[src/rtl/snes_rom_pkg.sv]
// Shared types and constants for the SNES ROM loader: FSM states, header layout
// and the packed write-FIFO entry format.
package snes_rom_pkg;

  typedef enum logic [2:0] {
    IDLE,
    HEADER,
    DATA,
    FLUSH,
    DONE
  } state_t;

  localparam int HDR_LEN = 64;

  localparam int OFS_MAP_MODE  = 'h15;
  localparam int OFS_CART_TYPE = 'h16;
  localparam int OFS_ROM_SIZE  = 'h17;
  localparam int OFS_RAM_SIZE  = 'h18;

  localparam logic [22:0] ROM_MASK_MAX = 23'h7FFFFF;

  // FIFO entry layout is {word address (byte addr[22:1]), din, ds}
  localparam int ENTRY_W = 22 + 16 + 2;

  // Size code N means a 1KB << N ROM; anything past 8MB pins to the full space.
  function automatic logic [22:0] calc_rom_mask(input logic [7:0] code);
    logic [22:0] span;
    if (code >= 8'd13) begin
      return ROM_MASK_MAX;
    end
    span = 23'd1024 << code[3:0];
    return span - 23'd1;
  endfunction

endpackage

[src/rtl/rom_wfifo.sv]
// Small synchronous FIFO for packed SDRAM write words. The head entry is read
// straight from the storage flops, so a push is visible no earlier than next cycle.
module rom_wfifo #(
  parameter int DEPTH = 8,
  parameter int WIDTH = 40
) (
  input  logic             clk,
  input  logic             reset,
  input  logic             push_i,
  input  logic [WIDTH-1:0] data_i,
  input  logic             pop_i,
  output logic [WIDTH-1:0] head_o,
  output logic             full_o,
  output logic             empty_o
);

  localparam int AW = $clog2(DEPTH);
  localparam int CW = AW + 1;

  logic [WIDTH-1:0] mem_q [DEPTH];
  logic [AW-1:0]    wr_ptr_q;
  logic [AW-1:0]    rd_ptr_q;
  logic [CW-1:0]    count_q;
  logic             do_push;
  logic             do_pop;

  assign full_o  = (count_q == CW'(DEPTH));
  assign empty_o = (count_q == '0);
  assign do_push = push_i && !full_o;
  assign do_pop  = pop_i && !empty_o;
  assign head_o  = mem_q[rd_ptr_q];

  always_ff @(posedge clk) begin
    if (do_push) begin
      mem_q[wr_ptr_q] <= data_i;
    end
  end

  always_ff @(posedge clk) begin
    if (reset) begin
      wr_ptr_q <= '0;
      rd_ptr_q <= '0;
      count_q  <= '0;
    end else begin
      if (do_push) begin
        wr_ptr_q <= wr_ptr_q + 1'b1;
      end
      if (do_pop) begin
        rd_ptr_q <= rd_ptr_q + 1'b1;
      end
      case ({do_push, do_pop})
        2'b10:   count_q <= count_q + 1'b1;
        2'b01:   count_q <= count_q - 1'b1;
        default: count_q <= count_q;
      endcase
    end
  end

endmodule

[src/rtl/snes_rom_writer.sv]
// Streams a ROM image from the IO subsystem into SDRAM: strips and decodes the
// header, packs bytes into 16-bit words and drains them through a write FIFO.
module snes_rom_writer #(
  parameter int FIFO_DEPTH = 8,
  parameter int HDR_LEN    = snes_rom_pkg::HDR_LEN
) (
  input  logic        clk,
  input  logic        reset,
  input  logic        rom_loading,
  input  logic [7:0]  rom_do,
  input  logic        rom_do_valid,
  output logic [22:0] mem_addr,
  output logic [15:0] mem_din,
  output logic [1:0]  mem_ds,
  output logic        mem_wr,
  input  logic        mem_wait,
  output logic [7:0]  map_mode,
  output logic [7:0]  cart_type,
  output logic [7:0]  rom_size_code,
  output logic [7:0]  ram_size_code,
  output logic [22:0] rom_mask,
  output logic        header_valid,
  output logic        busy,
  output logic        load_done,
  output logic        overflow,
  output logic [22:0] byte_count
);

  import snes_rom_pkg::*;

  state_t             state_q, state_d;
  logic               loading_q;
  logic               rise, fall;
  logic [15:0]        hdr_cnt_q, hdr_cnt_d;
  logic [7:0]         map_mode_q, map_mode_d;
  logic [7:0]         cart_type_q, cart_type_d;
  logic [7:0]         rom_size_q, rom_size_d;
  logic [7:0]         ram_size_q, ram_size_d;
  logic [22:0]        rom_mask_q, rom_mask_d;
  logic               header_valid_q, header_valid_d;
  logic               overflow_q, overflow_d;
  logic [22:0]        byte_count_q, byte_count_d;
  logic [21:0]        wr_word_q, wr_word_d;
  logic               odd_pending_q, odd_pending_d;
  logic [7:0]         lo_byte_q, lo_byte_d;
  logic               load_done_q, load_done_d;

  logic               fifo_push, fifo_pop, fifo_full, fifo_empty;
  logic [ENTRY_W-1:0] fifo_wdata, fifo_head;

  logic               mem_wr_q, mem_wr_d;
  logic [21:0]        mem_addr_q, mem_addr_d;
  logic [15:0]        mem_din_q, mem_din_d;
  logic [1:0]         mem_ds_q, mem_ds_d;

  assign rise = rom_loading && !loading_q;
  assign fall = !rom_loading && loading_q;

  rom_wfifo #(
    .DEPTH (FIFO_DEPTH),
    .WIDTH (ENTRY_W)
  ) u_wfifo (
    .clk     (clk),
    .reset   (reset),
    .push_i  (fifo_push),
    .data_i  (fifo_wdata),
    .pop_i   (fifo_pop),
    .head_o  (fifo_head),
    .full_o  (fifo_full),
    .empty_o (fifo_empty)
  );

  always_ff @(posedge clk) begin
    if (reset) begin
      state_q        <= IDLE;
      loading_q      <= 1'b0;
      hdr_cnt_q      <= '0;
      map_mode_q     <= '0;
      cart_type_q    <= '0;
      rom_size_q     <= '0;
      ram_size_q     <= '0;
      rom_mask_q     <= '0;
      header_valid_q <= 1'b0;
      overflow_q     <= 1'b0;
      byte_count_q   <= '0;
      wr_word_q      <= '0;
      odd_pending_q  <= 1'b0;
      lo_byte_q      <= '0;
      load_done_q    <= 1'b0;
      mem_wr_q       <= 1'b0;
      mem_addr_q     <= '0;
      mem_din_q      <= '0;
      mem_ds_q       <= '0;
    end else begin
      state_q        <= state_d;
      loading_q      <= rom_loading;
      hdr_cnt_q      <= hdr_cnt_d;
      map_mode_q     <= map_mode_d;
      cart_type_q    <= cart_type_d;
      rom_size_q     <= rom_size_d;
      ram_size_q     <= ram_size_d;
      rom_mask_q     <= rom_mask_d;
      header_valid_q <= header_valid_d;
      overflow_q     <= overflow_d;
      byte_count_q   <= byte_count_d;
      wr_word_q      <= wr_word_d;
      odd_pending_q  <= odd_pending_d;
      lo_byte_q      <= lo_byte_d;
      load_done_q    <= load_done_d;
      mem_wr_q       <= mem_wr_d;
      mem_addr_q     <= mem_addr_d;
      mem_din_q      <= mem_din_d;
      mem_ds_q       <= mem_ds_d;
    end
  end

  always_comb begin
    state_d        = state_q;
    hdr_cnt_d      = hdr_cnt_q;
    map_mode_d     = map_mode_q;
    cart_type_d    = cart_type_q;
    rom_size_d     = rom_size_q;
    ram_size_d     = ram_size_q;
    rom_mask_d     = rom_mask_q;
    header_valid_d = header_valid_q;
    overflow_d     = overflow_q;
    byte_count_d   = byte_count_q;
    wr_word_d      = wr_word_q;
    odd_pending_d  = odd_pending_q;
    lo_byte_d      = lo_byte_q;
    fifo_push      = 1'b0;
    fifo_wdata     = '0;

    unique case (state_q)
      IDLE, DONE: begin
        if (rise) begin
          state_d        = HEADER;
          hdr_cnt_d      = '0;
          header_valid_d = 1'b0;
          overflow_d     = 1'b0;
          byte_count_d   = '0;
          wr_word_d      = '0;
          odd_pending_d  = 1'b0;
        end
      end
      HEADER: begin
        if (fall) begin
          state_d = IDLE;
        end else if (rom_do_valid) begin
          if (hdr_cnt_q == 16'(OFS_MAP_MODE))  map_mode_d  = rom_do;
          if (hdr_cnt_q == 16'(OFS_CART_TYPE)) cart_type_d = rom_do;
          if (hdr_cnt_q == 16'(OFS_RAM_SIZE))  ram_size_d  = rom_do;
          if (hdr_cnt_q == 16'(OFS_ROM_SIZE)) begin
            rom_size_d = rom_do;
            rom_mask_d = calc_rom_mask(rom_do);
          end
          hdr_cnt_d = hdr_cnt_q + 16'd1;
          if (hdr_cnt_q == 16'(HDR_LEN - 1)) begin
            state_d        = DATA;
            header_valid_d = 1'b1;
          end
        end
      end
      DATA: begin
        // Bytes that find the FIFO full are lost entirely so even/odd pairing stays intact
        if (rom_do_valid) begin
          if (fifo_full) begin
            overflow_d = 1'b1;
          end else begin
            byte_count_d = byte_count_q + 23'd1;
            if (odd_pending_q) begin
              fifo_push     = 1'b1;
              fifo_wdata    = {wr_word_q, rom_do, lo_byte_q, 2'b11};
              wr_word_d     = wr_word_q + 22'd1;
              odd_pending_d = 1'b0;
            end else begin
              lo_byte_d     = rom_do;
              odd_pending_d = 1'b1;
            end
          end
        end
        if (fall) begin
          state_d = FLUSH;
        end
      end
      FLUSH: begin
        if (odd_pending_q) begin
          if (!fifo_full) begin
            fifo_push     = 1'b1;
            fifo_wdata    = {wr_word_q, 8'h00, lo_byte_q, 2'b01};
            wr_word_d     = wr_word_q + 22'd1;
            odd_pending_d = 1'b0;
          end
        end else if (fifo_empty && !mem_wr_q) begin
          state_d = DONE;
        end
      end
      default: state_d = IDLE;
    endcase

    load_done_d = (state_d == DONE) && (state_q != DONE);
  end

  // Write engine: one outstanding request, dropped for a cycle after every accept
  always_comb begin
    mem_wr_d   = mem_wr_q;
    mem_addr_d = mem_addr_q;
    mem_din_d  = mem_din_q;
    mem_ds_d   = mem_ds_q;
    fifo_pop   = 1'b0;
    if (mem_wr_q) begin
      if (!mem_wait) begin
        fifo_pop = 1'b1;
        mem_wr_d = 1'b0;
      end
    end else if (!fifo_empty) begin
      mem_wr_d                            = 1'b1;
      {mem_addr_d, mem_din_d, mem_ds_d} = fifo_head;
    end
  end

  assign mem_addr      = {mem_addr_q, 1'b0};
  assign mem_din       = mem_din_q;
  assign mem_ds        = mem_ds_q;
  assign mem_wr        = mem_wr_q;
  assign map_mode      = map_mode_q;
  assign cart_type     = cart_type_q;
  assign rom_size_code = rom_size_q;
  assign ram_size_code = ram_size_q;
  assign rom_mask      = rom_mask_q;
  assign header_valid  = header_valid_q;
  assign busy          = (state_q == HEADER) || (state_q == DATA) || (state_q == FLUSH);
  assign load_done     = load_done_q;
  assign overflow      = overflow_q;
  assign byte_count    = byte_count_q;

endmodule

[config.mk]
export PLATFORM = sky130hd
export DESIGN_NAME = snes_rom_writer
export DESIGN_NICKNAME = d
export VERILOG_FILES = /design/src/rtl/snes_rom_pkg.sv /design/src/rtl/rom_wfifo.sv /design/src/rtl/snes_rom_writer.sv
export SDC_FILE = /design/constraint.sdc
export NUM_CORES = 1
export LEC_CHECK = 0
export CAP_MARGIN = 10
export CORE_MARGIN = 5
export CORE_UTILIZATION = 55
export CTS_CLUSTER_SIZE = 16
export DETAILED_ROUTE_END_ITERATION = 10
export PLACE_DENSITY = 0.75
export SLEW_MARGIN = 10
export SYNTH_ARGS = -nofsm -noshare
export SYNTH_HDL_FRONTEND = slang
export SYNTH_SLANG_ARGS = --single-unit
[constraint.sdc]
create_clock -name clk -period 9.7 [get_ports clk]
set_input_delay 1.94 -clock clk [delete_from_list [all_inputs] [get_ports clk]]
set_output_delay 1.94 -clock clk [all_outputs]
set_load 0.01 [all_outputs]
# After elaboration in Yosys (flattened, before gate mapping)
# Memory sizes are Yosys's and may differ from the RTL's. A register that Yosys moved wholly into a read port is not among the register bits.
# Cells that the tools add are included.
[totals]
register_bits = 143
ram_bits = 320
inputBits = 13
output_inout_bits = 124
elab_cells = 155
memories = 1
[memory_table]
columns = ["name", "depth", "width", "read_ports", "rd_ports_with_merged_regs", "wr", "line", "text"]
rows = [
  ["u_wfifo.mem_q", 8, 40, 1, 1, 1, "rom_wfifo.sv:20", "logic [WIDTH-1:0] mem_q [DEPTH];"],
]
[classes]
addsub = 8
magnitude_cmp = 1
eq_ne = 24
shifts = 1
muxes = 64
bitwise = 5
reduce_logical = 32
[op_table]
columns = ["cell", "n"]
rows = [
  ["$mux 40", 5],
  ["$mux 22", 6],
  ["$mux 23", 5],
  ["$pmux 40 s2", 1],
  ["$pmux 22 s3", 1],
  ["$eq 16x5->1 const B", 4],
  ["$mux 16", 3],
  ["$pmux 23 s2", 1],
  ["$reduce_and 4->1", 9],
  ["$pmux 16 s2", 1],
  ["$mux 1", 28],
  ["$add 23x1->23 const B", 1],
  ["$shl 11x4->23 const A", 1],
  ["$sub 23x1->23 const B", 1],
  ["$add 22x1->22 const B", 1],
  ["$mux 3", 7],
  ["$ne 2x2->1 const B", 10],
  ["$add 16x1->16 const B", 1],
  ["$eq 16x6->1 const B", 1],
  ["$pmux 3 s4", 1],
  ["$ge 8x4->1 const B", 1],
  ["$pmux 4 s2", 1],
  ["$reduce_and 7->1", 1],
  ["$add 3x1->3 const B", 2],
  ["22 further kinds", 42],
]

# Longest topological paths before layout
# Gate-level depths: netlist of run 1.
[depth]
word_depth = 7
mapped_depth = 11
ltp_nobuf = 10

# Hierarchy
# From an unflattened synthesis of run 1, not the netlist that was laid out.
[unflattened]
cells_unflattened = 1412
area_unflattened_um2 = 20209.4
[by_module_without_submodules]
columns = ["mod", "n_inst", "cells_per_inst", "area_per_inst_um2", "seq_area_each_um2"]
rows = [
  ["rom_wfifo", 1, 536, 12901.1, 9869.5],
  ["snes_rom_writer", 1, 876, 7308.3, 3283.1],
]

# Worst setup path after synthesis of run 1
# Ideal clock, no wire load.
[synth_timing]
kind = "input -> register"
from = "input rom_do_valid"
to = "memory u_wfifo.mem_q[1][0], enable pin"
setup_ns = 0.552
arrival_time_ns = 6.765
t_required_ns = 9.148
setup_slack_ns = 2.383
stages = 4
n_path_buf = 0
cell_sequence = "o21ai_0 > nor3_1 > inv_2 > nor4b_1"
[synth_via]
elab_chain_cells = 5
[synth_lines]
columns = ["item", "line", "text"]
rows = [
  ["start: declaration", "snes_rom_writer.sv:11", "input logic rom_do_valid,"],
  ["$mux 1", "snes_rom_writer.sv:166", "if (rom_do_valid) begin"],
  ["$pmux 1 s2", "snes_rom_writer.sv:134", "unique case (state_q)"],
  ["$logic_and 1x1->1", "rom_wfifo.sv:29", "assign do_push = push_i && !full_o;"],
  ["$mux 1", "rom_wfifo.sv:34", "if (do_push) begin"],
  ["$mux 1 (not written as such)", "rom_wfifo.sv:35", "mem_q[wr_ptr_q] <= data_i;"],
  ["end: declaration", "rom_wfifo.sv:20", ""],
]
# Every way passes these cells.

# Final worst setup path of run 1
[layout_timing]
from = "input rom_do_valid"
to = "memory u_wfifo.mem_q[5][33], enable pin"
# The elaborated chain is that of the path after synthesis.

==> results of run 1 <==
==> per-stage QoR <==
| step | std cells | setup WS, ns | utilization, % | hold WS (ns) |
|---|---|---|---|---|
| after floorplan | 1378 | 2.38 | - | 0.447 |
| after global placement | 1900 | 4.78 | 60.6 | 0.438 |
| after detailed placement | 1900 | 4.69 | 60.6 | 0.445 |
| after CTS | 1991 | 5.28 | 64.9 | 0.454 |
| after global routing | 1991 | 5.12 | 64.9 | 0.472 |
| final | 1991 | 5.27 | 64.9 | 0.450 |
==> worst max path at each step <==
stage	from	endpoint	slack, ns	depth (start not counted)
2_1_floorplan	rom_do_valid	u_wfifo.mem_q[1][0]	2.38	4
3_3_place_gp	rom_do_valid	u_wfifo.mem_q[5][10]	4.78	7
3_5_place_dp	rom_do_valid	u_wfifo.mem_q[5][13]	4.69	7
4_1_cts	rom_do_valid	u_wfifo.mem_q[5][35]	5.28	7
5_1_grt	rom_do_valid	u_wfifo.mem_q[5][11]	5.12	7
6_report	rom_do_valid	u_wfifo.mem_q[5][33]	5.27	7
==> synth_stat cells, drive strengths merged, types with 2 or more instances <==
library cell,instances
dfxtp,174
ha,12
o21bai,4
buf,36
a211oi,42
o21ai,28
mux4,80
nand2b,7
xor2,23
nor3b,10
o211ai,2
nor3,25
or4,4
inv,12
nand2,56
nand3b,5
nand3,30
and3,14
a21oi,41
or4b,2
nor2b,9
xnor2,26
edfxtp,320
clkbuf,57
a31oi,5
mux2i,77
nor4,18
nor4b,9
nand4,14
or3,15
or2,2
nor2,156
o22ai,2
and2,40
and4,7
==> layer usage <==
| metal | GRT usage, % | part of all wire (%) | vias up |
|---|---|---|---|
| met4 | 5.48 | 2.2 | 0 |
| met1 | 29.0 | 43 | 5814 |
| met3 | 4.25 | 5.9 | 70 |
| met5 | 0 | 0 | - |
| met2 | 35.0 | 49 | 318 |
| li1 | - | - | 5410 |
==> final cells by class <==
| class | instances | area [um^2] |
|---|---|---|
| clock buffer | 61 | 1320 |
| clock inverter | 30 | 214 |
| fill | 2581 | 12500 |
| inverter | 12 | 45.0 |
| multi-input combinational | 779 | 6340 |
| sequential | 494 | 13100 |
| tap | 461 | 577 |
| timing repair buffer | 154 | 1490 |
==> flip-flops by register name (all words and copies together), names as in the netlist, 2 cells and up <==
register and count:
lo_byte_q 8, u_wfifo.mem_q 320, wr_word_q 22, hdr_cnt_q 16, u_wfifo.count_q 4, rom_mask 14
mem_din 16, mem_addr_q 22, rom_size_code 8, state_q 3, ram_size_code 8, cart_type 8
mem_ds 2, u_wfifo.rd_ptr_q 3, byte_count 23, map_mode 8, u_wfifo.wr_ptr_q 3
==> power by group <==
group | leakage (nW) | internal [W] | switching [W]
sequential | 3.61 | 0.00221 | 0.00000289
combinational | 2.02 | 0.0000175 | 0.0000459
clock | 0.758 | 0.00104 | 0.000765
total | 6.39 | 0.00328 | 0.000814
==> tightest hold or removal path, delay by kind of cell, from the launching register on <==
family	cells	cell delay, ns
DFF	1	0.31
AOI/OAI and AO/OA	1	0.05
and+or+nand+nor	1	0.05
==> kinds of logic (layout without fill, tap and decap cells) <==
kind of cell / count (synthesis) / count (layout) / synth area share (%)
xor+xnor: 49 / 49 / 2.16
simple gates: 426 / 426 / 11.5
other cells: 1 / 1 / 0.0189
flops: 494 / 494 / 66.0
mux: 157 / 157 / 13.0
buf+inv: 105 / 257 / 2.33
fa+ha+maj: 12 / 12 / 0.757
compound gates: 134 / 134 / 4.32
==> results.py, run 1 <==
metrics = {
    "final_layout": {
        "final_common_cell": "edfxtp_1",
        "syn_to_final_growth_pct": 16.4,
        "drive_above_1_share_pct": 12.9,
        "stdcell_area_mm2": 0.0231,
        "mostFrequentLayoutCells": "edfxtp_1, dfxtp_1, nor2_1, clkdlybuf4s50_1, mux4_2",
        "n_antenna_cell": 0,
        "final_nets": 1515,
    },
    "setup_path": {
        "crit_path_cell_trace": "clkdlybuf4s50_1, o21ai_0, nor3_2, buf_4, nand2_1, nor3b_2, buf_4",
        "end_kind": "flop",
        "r2r-start": "state_q[1]",
        "r2r-end": "u_wfifo.mem_q[5][33]",
        "criticalPathCategory": "in2reg",
        "startpoint_type": "input port",
        "crit_top_cell": "buf_4",
        "path_max_fanout": 40,
        "cpMaxStageDelayCell": "nor3b_2",
        "crit_family": "buffers and inverters",
        "critPathRequiredTime_ns": 9.89,
        "slowest_delay_ns": 0.66,
        "worstRegToRegCells": 6,
        "critPathArrivalTime_ns": 4.62,
        "r2r_slack_ns": 6.19,
        "crit_buf_inv": 3,
    },
    "place": {
        "place_area_mm2": 0.0216,
        "portBuffers": 135,
        "dp_hpwl_mm": 24.8,
        "gp_congestion": 0.773,
    },
    "sta": {
        "fmax_mhz": 226,
        "setup_viol": 0,
        "clock_skew_ns": 0.0212,
        "fin_setup_tns_ns": 0,
        "min_period_ns": 4.43,
        "slew_headroom_pct": 27.6,
        "rsz0062_at_grt": "no",
        "slew_violations": 0,
        "finalHoldViolations": 0,
        "finalCritPeriodShare_pct": 45.7,
        "tightest_slew_ns": 1.09,
    },
    "hold_path": {
        "min_to": "rom_size_code[4]",
        "hold_depth": 2,
        "hold_path.startpoint": "rom_size_code[4]",
        "hold_path_class": "reg2reg",
    },
    "global_routing": {
        "track_usage_pct": 21.1,
        "grt_pass1_wl_mm": 65.8,
        "antenna_found_initial": 0,
        "grt_max_degree": 81,
        "overflow": 0,
        "grt_pass1_vias": 11733,
    },
    "floorplanning": {
        "coreArea_mm2": 0.0356,
        "die_w_um": 200,
        "start_util_pct": 55.8,
        "rows": 69,
        "dieArea_mm2": 0.0400,
        "io_pins": 137,
        "die_h_um": 200,
    },
    "synth": {
        "synth_area_leaders": "edfxtp_1, dfxtp_1, mux4_2",
        "yosysUniqueCellTypes": 64,
        "synth.top_cell.area_share_pct": 48.4,
        "syn_nets": 1403,
        "yosys_warnings": 0,
        "syn_area_mm2": 0.0198,
        "ys.flop_type": "edfxtp_1",
        "yosysSeqAreaShare_pct": 66.0,
        "synthCells": 1378,
        "syn_avg_cell_area_um2": 14.4,
        "async_flop_share_pct": 0,
        "synth_seq_cells": 494,
        "synth_edf_count": 320,
        "yosysTopAreaCell": "edfxtp_1",
    },
    "detailed_routing": {
        "ant_nets": 0,
        "drt-vias-per-instance": 5.83,
        "wl_per_cell_um": 21.0,
        "drt_pass1_iterations": 5,
        "drc_errors": 0,
        "first_iter_violations": 719,
        "vias": 11612,
        "drt_wl_total_mm": 41.9,
    },
    "clock_tree": {
        "clockBufferDepth": 3,
        "cts_htree_levels": 2,
        "cts_hold_buf": 0,
        "post_cts.repair.setup_buffers": 0,
        "clk_pin_slew_ns": 0.06,
        "cts_tree": "yes",
        "clk_latency_ns": 0.57,
        "cts_root_buf": "clkbuf_16",
        "cts_buffers": 49,
        "clkSinkCount": 494,
        "cts_resized": 0,
    },
    "power_and_ir_drop": {
        "p_leak_nw": 6.39,
        "ir_drop_v": 0.000140,
        "power.density_mw_per_mm2": 177,
        "finalPower_w": 0.00409,
    },
    "outcome": {
        "status": "finished clean",
    },
    "run": {
        "max-cap-violations": 0,
    },
}
No activity file was read; power rests on OpenSTA's default activity.
==> run 2: changes to the inputs <==
==> constraint.sdc (replaced) <==
create_clock -name clk -period 4.6 [get_ports clk]
set_input_delay 0.92 -clock clk [delete_from_list [all_inputs] [get_ports clk]]
set_output_delay 0.92 -clock clk [all_outputs]
set_load 0.01 [all_outputs]
==> run 2 against run 1 <==
Effect of this change: clock power up 120%; final cell count up 0.65%; count of clock-buffer cells in the layout up 14; register-to-register slack worse by 4.7 ns; flip-flop and latch count unchanged.
==> results.py, run 2 (same netlist as run 1, synthesis figures left out) <==
metrics = {
    "outcome": {
        "status": "finished clean",
    },
    "detailed_routing": {
        "wl_per_cell_um": 21.0,
        "ant_nets": 0,
        "vias": 11635,
        "drt_pass1_iterations": 5,
        "drc_errors": 0,
        "drt_wl_total_mm": 42.1,
        "drt-vias-per-instance": 5.81,
        "first_iter_violations": 712,
    },
    "setup_path": {
        "criticalPathCategory": "reg2out",
        "crit_top_cell": "nor2_1",
        "critPathArrivalTime_ns": 2.27,
        "end_kind": "output port",
        "crit_family": "flip-flops",
        "r2r_slack_ns": 1.48,
        "r2r-start": "state_q[1]",
        "worstRegToRegCells": 6,
        "path_max_fanout": 22,
        "crit_buf_inv": 1,
        "critical_path_depth": 3,
        "slowest_delay_ns": 0.82,
        "startpoint_type": "flop",
        "crit_path_cell_trace": "nor2_1, nor2_1, clkdlybuf4s50_1",
        "r2r-end": "u_wfifo.mem_q[4][27]",
        "cpMaxStageDelayCell": "dfxtp_1",
        "critPathRequiredTime_ns": 3.68,
    },
    "clock_tree": {
        "clkSinkCount": 494,
        "cts_tree": "yes",
        "cts_root_buf": "clkbuf_16",
        "clockBufferDepth": 3,
        "cts_htree_levels": 2,
        "clk_latency_ns": 0.56,
        "cts_resized": 0,
        "post_cts.repair.setup_buffers": 0,
        "clk_pin_slew_ns": 0.06,
        "cts_hold_buf": 0,
        "cts_buffers": 49,
    },
    "final_layout": {
        "final_common_cell": "edfxtp_1",
        "regMostFlops": "u_wfifo.mem_q",
        "largest_register_ffs": 320,
        "n_antenna_cell": 0,
        "stdcell_area_mm2": 0.0233,
        "mostFrequentLayoutCells": "edfxtp_1, dfxtp_1, nor2_1, clkdlybuf4s50_1, mux4_2",
        "final_nets": 1527,
        "syn_to_final_growth_pct": 17.5,
        "drive_above_1_share_pct": 13.9,
    },
    "global_routing": {
        "track_usage_pct": 21.5,
        "grt_pass1_wl_mm": 66.8,
        "grt_pass1_vias": 11756,
        "overflow": 0,
        "antenna_found_initial": 0,
        "grt_max_degree": 81,
    },
    "floorplanning": {
        "start_util_pct": 55.8,
        "die_h_um": 200,
        "die_w_um": 200,
        "coreArea_mm2": 0.0356,
        "rows": 69,
        "dieArea_mm2": 0.0400,
        "io_pins": 137,
    },
    "hold_path": {
        "hold_path_class": "reg2reg",
        "hold_depth": 2,
        "min_to": "rom_mask[17]",
        "hold_path.startpoint": "rom_mask[17]",
    },
    "power_and_ir_drop": {
        "power_frac_comb_pct": 1.6,
        "p_sw_share_pct": 19.6,
        "seqPwrFrac_pct": 53.4,
        "switchingPower_w": 0.00172,
        "p_leak_nw": 6.49,
        "ir_drop_v": 0.000276,
        "pwr-share-clk_pct": 45.0,
        "power.density_mw_per_mm2": 376,
        "power.internal_w": 0.00704,
    },
    "sta": {
        "rsz0062_at_grt": "no",
        "fin_setup_tns_ns": 0,
        "finalHoldViolations": 0,
        "slew_violations": 0,
        "tightest_slew_ns": 0.924,
        "setup_viol": 0,
        "clock_skew_ns": 0.0141,
        "slew_headroom_pct": 38.4,
        "min_period_ns": 3.19,
        "finalCritPeriodShare_pct": 69.4,
        "fmax_mhz": 313,
        "holdWs_ns": 0.454,
    },
    "place": {
        "dp_hpwl_mm": 25.3,
        "gp_congestion": 0.809,
        "place_area_mm2": 0.0217,
        "portBuffers": 135,
    },
    "run": {
        "max-cap-violations": 0,
    },
}
run 2: changes by cell type in the layout (fill, tap and decap cells not counted), moves of 3 or more:
cell,delta
clkbuf_1,+7
clkinv_2,-4
clkinv_1,-10
clkbuf_8,+7
buf_4,+9
buf_12,+3
run 2: worst max path at each step:
| stage | start | endpoint |
|---|---|---|
| detailed placement | rom_do[1] | rom_mask[14] |
| global route | state_q[1] | u_wfifo.mem_q[4][9] |
| CTS | state_q[1] | busy |
| global placement | rom_do_valid | u_wfifo.mem_q[4][11] |
| finish | state_q[1] | busy |
| floorplan | rom_do_valid | u_wfifo.mem_q[1][0] |
run 2: per-stage QoR:
stage | worst slack (ns) | power (W) | util (%) | std cells
4_1_cts | 1.42 | 0.00883 | 65.5 | 2004
5_1_grt | 1.21 | 0.00905 | 65.5 | 2004
2_1_floorplan | -1.70 | 0.00486 | - | 1378
3_5_place_dp | 1.04 | 0.00491 | 61.0 | 1912
3_3_place_gp | 1.10 | 0.00491 | 61.0 | 1912
6_report | 1.41 | 0.00876 | 65.5 | 2004
run 2: final cells by class:
type	instances	area, um^2
inverters	12	45.0
well taps	461	577
repair buffers	166	1620
multi-input cells	779	6350
clock buffers	75	1450
flip-flops and latches	494	13100
clock inverters	17	164
fillers	2541	12300
run 2: worst min-delay path: stages (launching register included):
cell	delay [ns]
dfxtp_1	0.31
nand2_1	0.05
a21oi_1	0.05
run 2: routing by layer:
metal	track usage [%]	routed length (um)	vias to the layer above
li1	-	-	5433
met1	29.9	18000	5809
met2	35.5	20700	328
met3	3.93	2550	65
met4	5.53	869	0
met5	0	0	-
run 2: power groups by stage:
stage | Sequential, W | Clock, W | Combinational, W
3_5_place_dp | 0.00477 | 0 | 0.000142
4_1_cts | 0.00467 | 0.00402 | 0.000142
5_1_grt | 0.00467 | 0.00422 | 0.000158
6_report | 0.00467 | 0.00394 | 0.000142
3_3_place_gp | 0.00477 | 0 | 0.000140
2_1_floorplan | 0.00477 | 0 | 0.0000946
==> run 3: changes to the inputs <==
--- a/config.mk
+++ b/config.mk
@@ -7,10 +7,10 @@
 export LEC_CHECK = 0
 export CAP_MARGIN = 10
 export CORE_MARGIN = 5
-export CORE_UTILIZATION = 55
+export CORE_UTILIZATION = 53
 export CTS_CLUSTER_SIZE = 16
 export DETAILED_ROUTE_END_ITERATION = 10
-export PLACE_DENSITY = 0.75
+export PLACE_DENSITY = 0.76
 export SLEW_MARGIN = 10
 export SYNTH_ARGS = -nofsm -noshare
 export SYNTH_HDL_FRONTEND = slang
==> constraint.sdc (replaced) <==
create_clock -name clk -period 2.7 [get_ports clk]
set_input_delay 0.54 -clock clk [delete_from_list [all_inputs] [get_ports clk]]
set_output_delay 0.54 -clock clk [all_outputs]
set_load 0.01 [all_outputs]
==> run 3 against run 2 <==
Effect of this change: routed wire length is 3.5% higher; count of clock-buffer cells in the layout is 10 lower; critical path type unchanged; via count is 2.0% higher; final cell count is 2.0% higher; critical path depth is 1 higher; sequential power is 70% higher; largest power group unchanged.
==> results.py, run 3 (same netlist as run 1, synthesis figures left out) <==
metrics = {
    "outcome": {
        "status": "finished clean",
    },
    "clock_tree": {
        "cts_tree": "yes",
        "cts_resized": 0,
        "cts_root_buf": "clkbuf_16",
        "clkSinkCount": 494,
        "cts_buffers": 48,
        "cts_htree_levels": 2,
        "clk_latency_ns": 0.57,
        "cts_hold_buf": 0,
        "clk_pin_slew_ns": 0.06,
        "clockBufferDepth": 3,
        "post_cts.repair.setup_buffers": 0,
    },
    "floorplanning": {
        "start_util_pct": 53.9,
        "io_pins": 137,
        "die_h_um": 203,
        "coreArea_mm2": 0.0368,
        "dieArea_mm2": 0.0414,
        "die_w_um": 203,
        "rows": 70,
    },
    "detailed_routing": {
        "vias": 11870,
        "met1_length_mm": 18.7,
        "drt-vias-per-instance": 5.80,
        "dr_wl_met2_mm": 21.6,
        "drt_pass1_iterations": 5,
        "drc_errors": 0,
        "ant_nets": 0,
        "met3_length_mm": 2.23,
        "drt_wl_total_mm": 43.6,
        "wl_per_cell_um": 21.3,
        "first_iter_violations": 743,
        "topRoutingLayerUsed": "met4",
    },
    "global_routing": {
        "grt_pass1_wl_mm": 69.3,
        "grt_pass1_vias": 12300,
        "overflow": 0,
        "antenna_found_initial": 0,
        "track_usage_pct": 21.1,
        "grt_max_degree": 81,
    },
    "sta": {
        "tightest_slew_ns": 0.687,
        "slew_violations": 0,
        "min_period_ns": 2.54,
        "fin_setup_tns_ns": 0,
        "holdWs_ns": 0.218,
        "setup_viol": 0,
        "rsz0062_at_grt": "no",
        "finalCritPeriodShare_pct": 94.2,
        "clock_skew_ns": 0.0186,
        "fmax_mhz": 393,
        "slew_headroom_pct": 54.2,
        "finalHoldViolations": 0,
    },
    "final_layout": {
        "mostFrequentLayoutCells": "edfxtp_1, dfxtp_1, nor2_1, clkdlybuf4s50_1, mux4_2",
        "nFillCells": 2601,
        "regMostFlops": "u_wfifo.mem_q",
        "fin_util_pct": 64.9,
        "drive_above_1_share_pct": 16.3,
        "syn_to_final_growth_pct": 20.3,
        "n_antenna_cell": 0,
        "final_nets": 1562,
        "largest_register_ffs": 320,
        "final_common_cell": "edfxtp_1",
    },
    "setup_path": {
        "startpoint_type": "flop",
        "end_kind": "output port",
        "crit_top_cell": "nor2_1",
        "criticalPathCategory": "reg2out",
        "crit_path_cell_trace": "buf_4, nor2_1, nor2_1, clkdlybuf4s50_1",
        "cpMaxStageDelayCell": "clkdlybuf4s50_1",
        "critPathRequiredTime_ns": 2.16,
        "crit_family": "buffers and inverters",
        "path_max_fanout": 19,
        "crit_buf_inv": 2,
        "slowest_delay_ns": 0.57,
        "critPathArrivalTime_ns": 2.00,
    },
    "power_and_ir_drop": {
        "p_leak_nw": 6.71,
        "power.density_mw_per_mm2": 631,
        "ir_drop_v": 0.000517,
    },
    "place": {
        "portBuffers": 135,
        "dp_hpwl_mm": 27.0,
        "gp_congestion": 0.810,
    },
    "run": {
        "max-cap-violations": 0,
    },
    "hold_path": {
        "hold_path_class": "in2reg",
    },
}
-- run 3: cell types whose count changed in the layout (fill, tap and decap cells not counted), moves of 4 or more --
cell,change
buf_12,+15
clkbuf_8,-4
buf_4,+21
clkinvlp_4,+4
clkbuf_1,-6
clkinv_2,+4
-- run 3: metrics by stage --
step	total power (W)	instance area [um^2]	instances	setup slack, ns
floorplan	0.00828	20000	1378	-0.102
detailed placement	0.00839	22200	1955	-0.0258
CTS	0.0152	23900	2045	0.144
global route	0.0155	23900	2045	0.0792
global placement	0.00838	22200	1955	0.0223
finish	0.0151	23900	2045	0.157
-- run 3: layout make-up --
| class | instances | area [um^2] | area share [%] |
|---|---|---|---|
| clock inverter | 25 | 267 | 1.12 |
| clock buffer | 65 | 1370 | 5.74 |
| timing repair buffer | 202 | 2080 | 8.70 |
| multi-input combinational | 779 | 6410 | 26.9 |
| inverter | 12 | 47.5 | 0.199 |
| tap | 468 | 586 | 2.45 |
| sequential | 494 | 13100 | 54.9 |
-- run 3: routing by layer --
metal	GRT usage, %	vias up
met4	5.71	0
met1	28.3	5983
met3	3.58	70
li1	-	5500
met2	36.1	317
met5	0	-
-- run 3: final timing paths --
check	startpoint	end	slack, ns	cells after the start
hold / removal	reset	byte_count[1]	0.22	2
setup / recovery	state_q[1]	busy	0.16	4
hold reg to reg	rom_size_code[7]	rom_size_code[7]	0.47	2
setup reg to reg	u_wfifo.count_q[1]	u_wfifo.count_q[2]	0.38	11
-- run 3: where the power goes --
| group | switching (W) | total [W] | internal (W) |
|---|---|---|---|
| logic | 0.000182 | 0.000268 | 0.0000860 |
| registers | 0.0000104 | 0.00796 | 0.00795 |
| clock network | 0.00279 | 0.00684 | 0.00404 |
| total | 0.00299 | 0.0151 | 0.0121 |
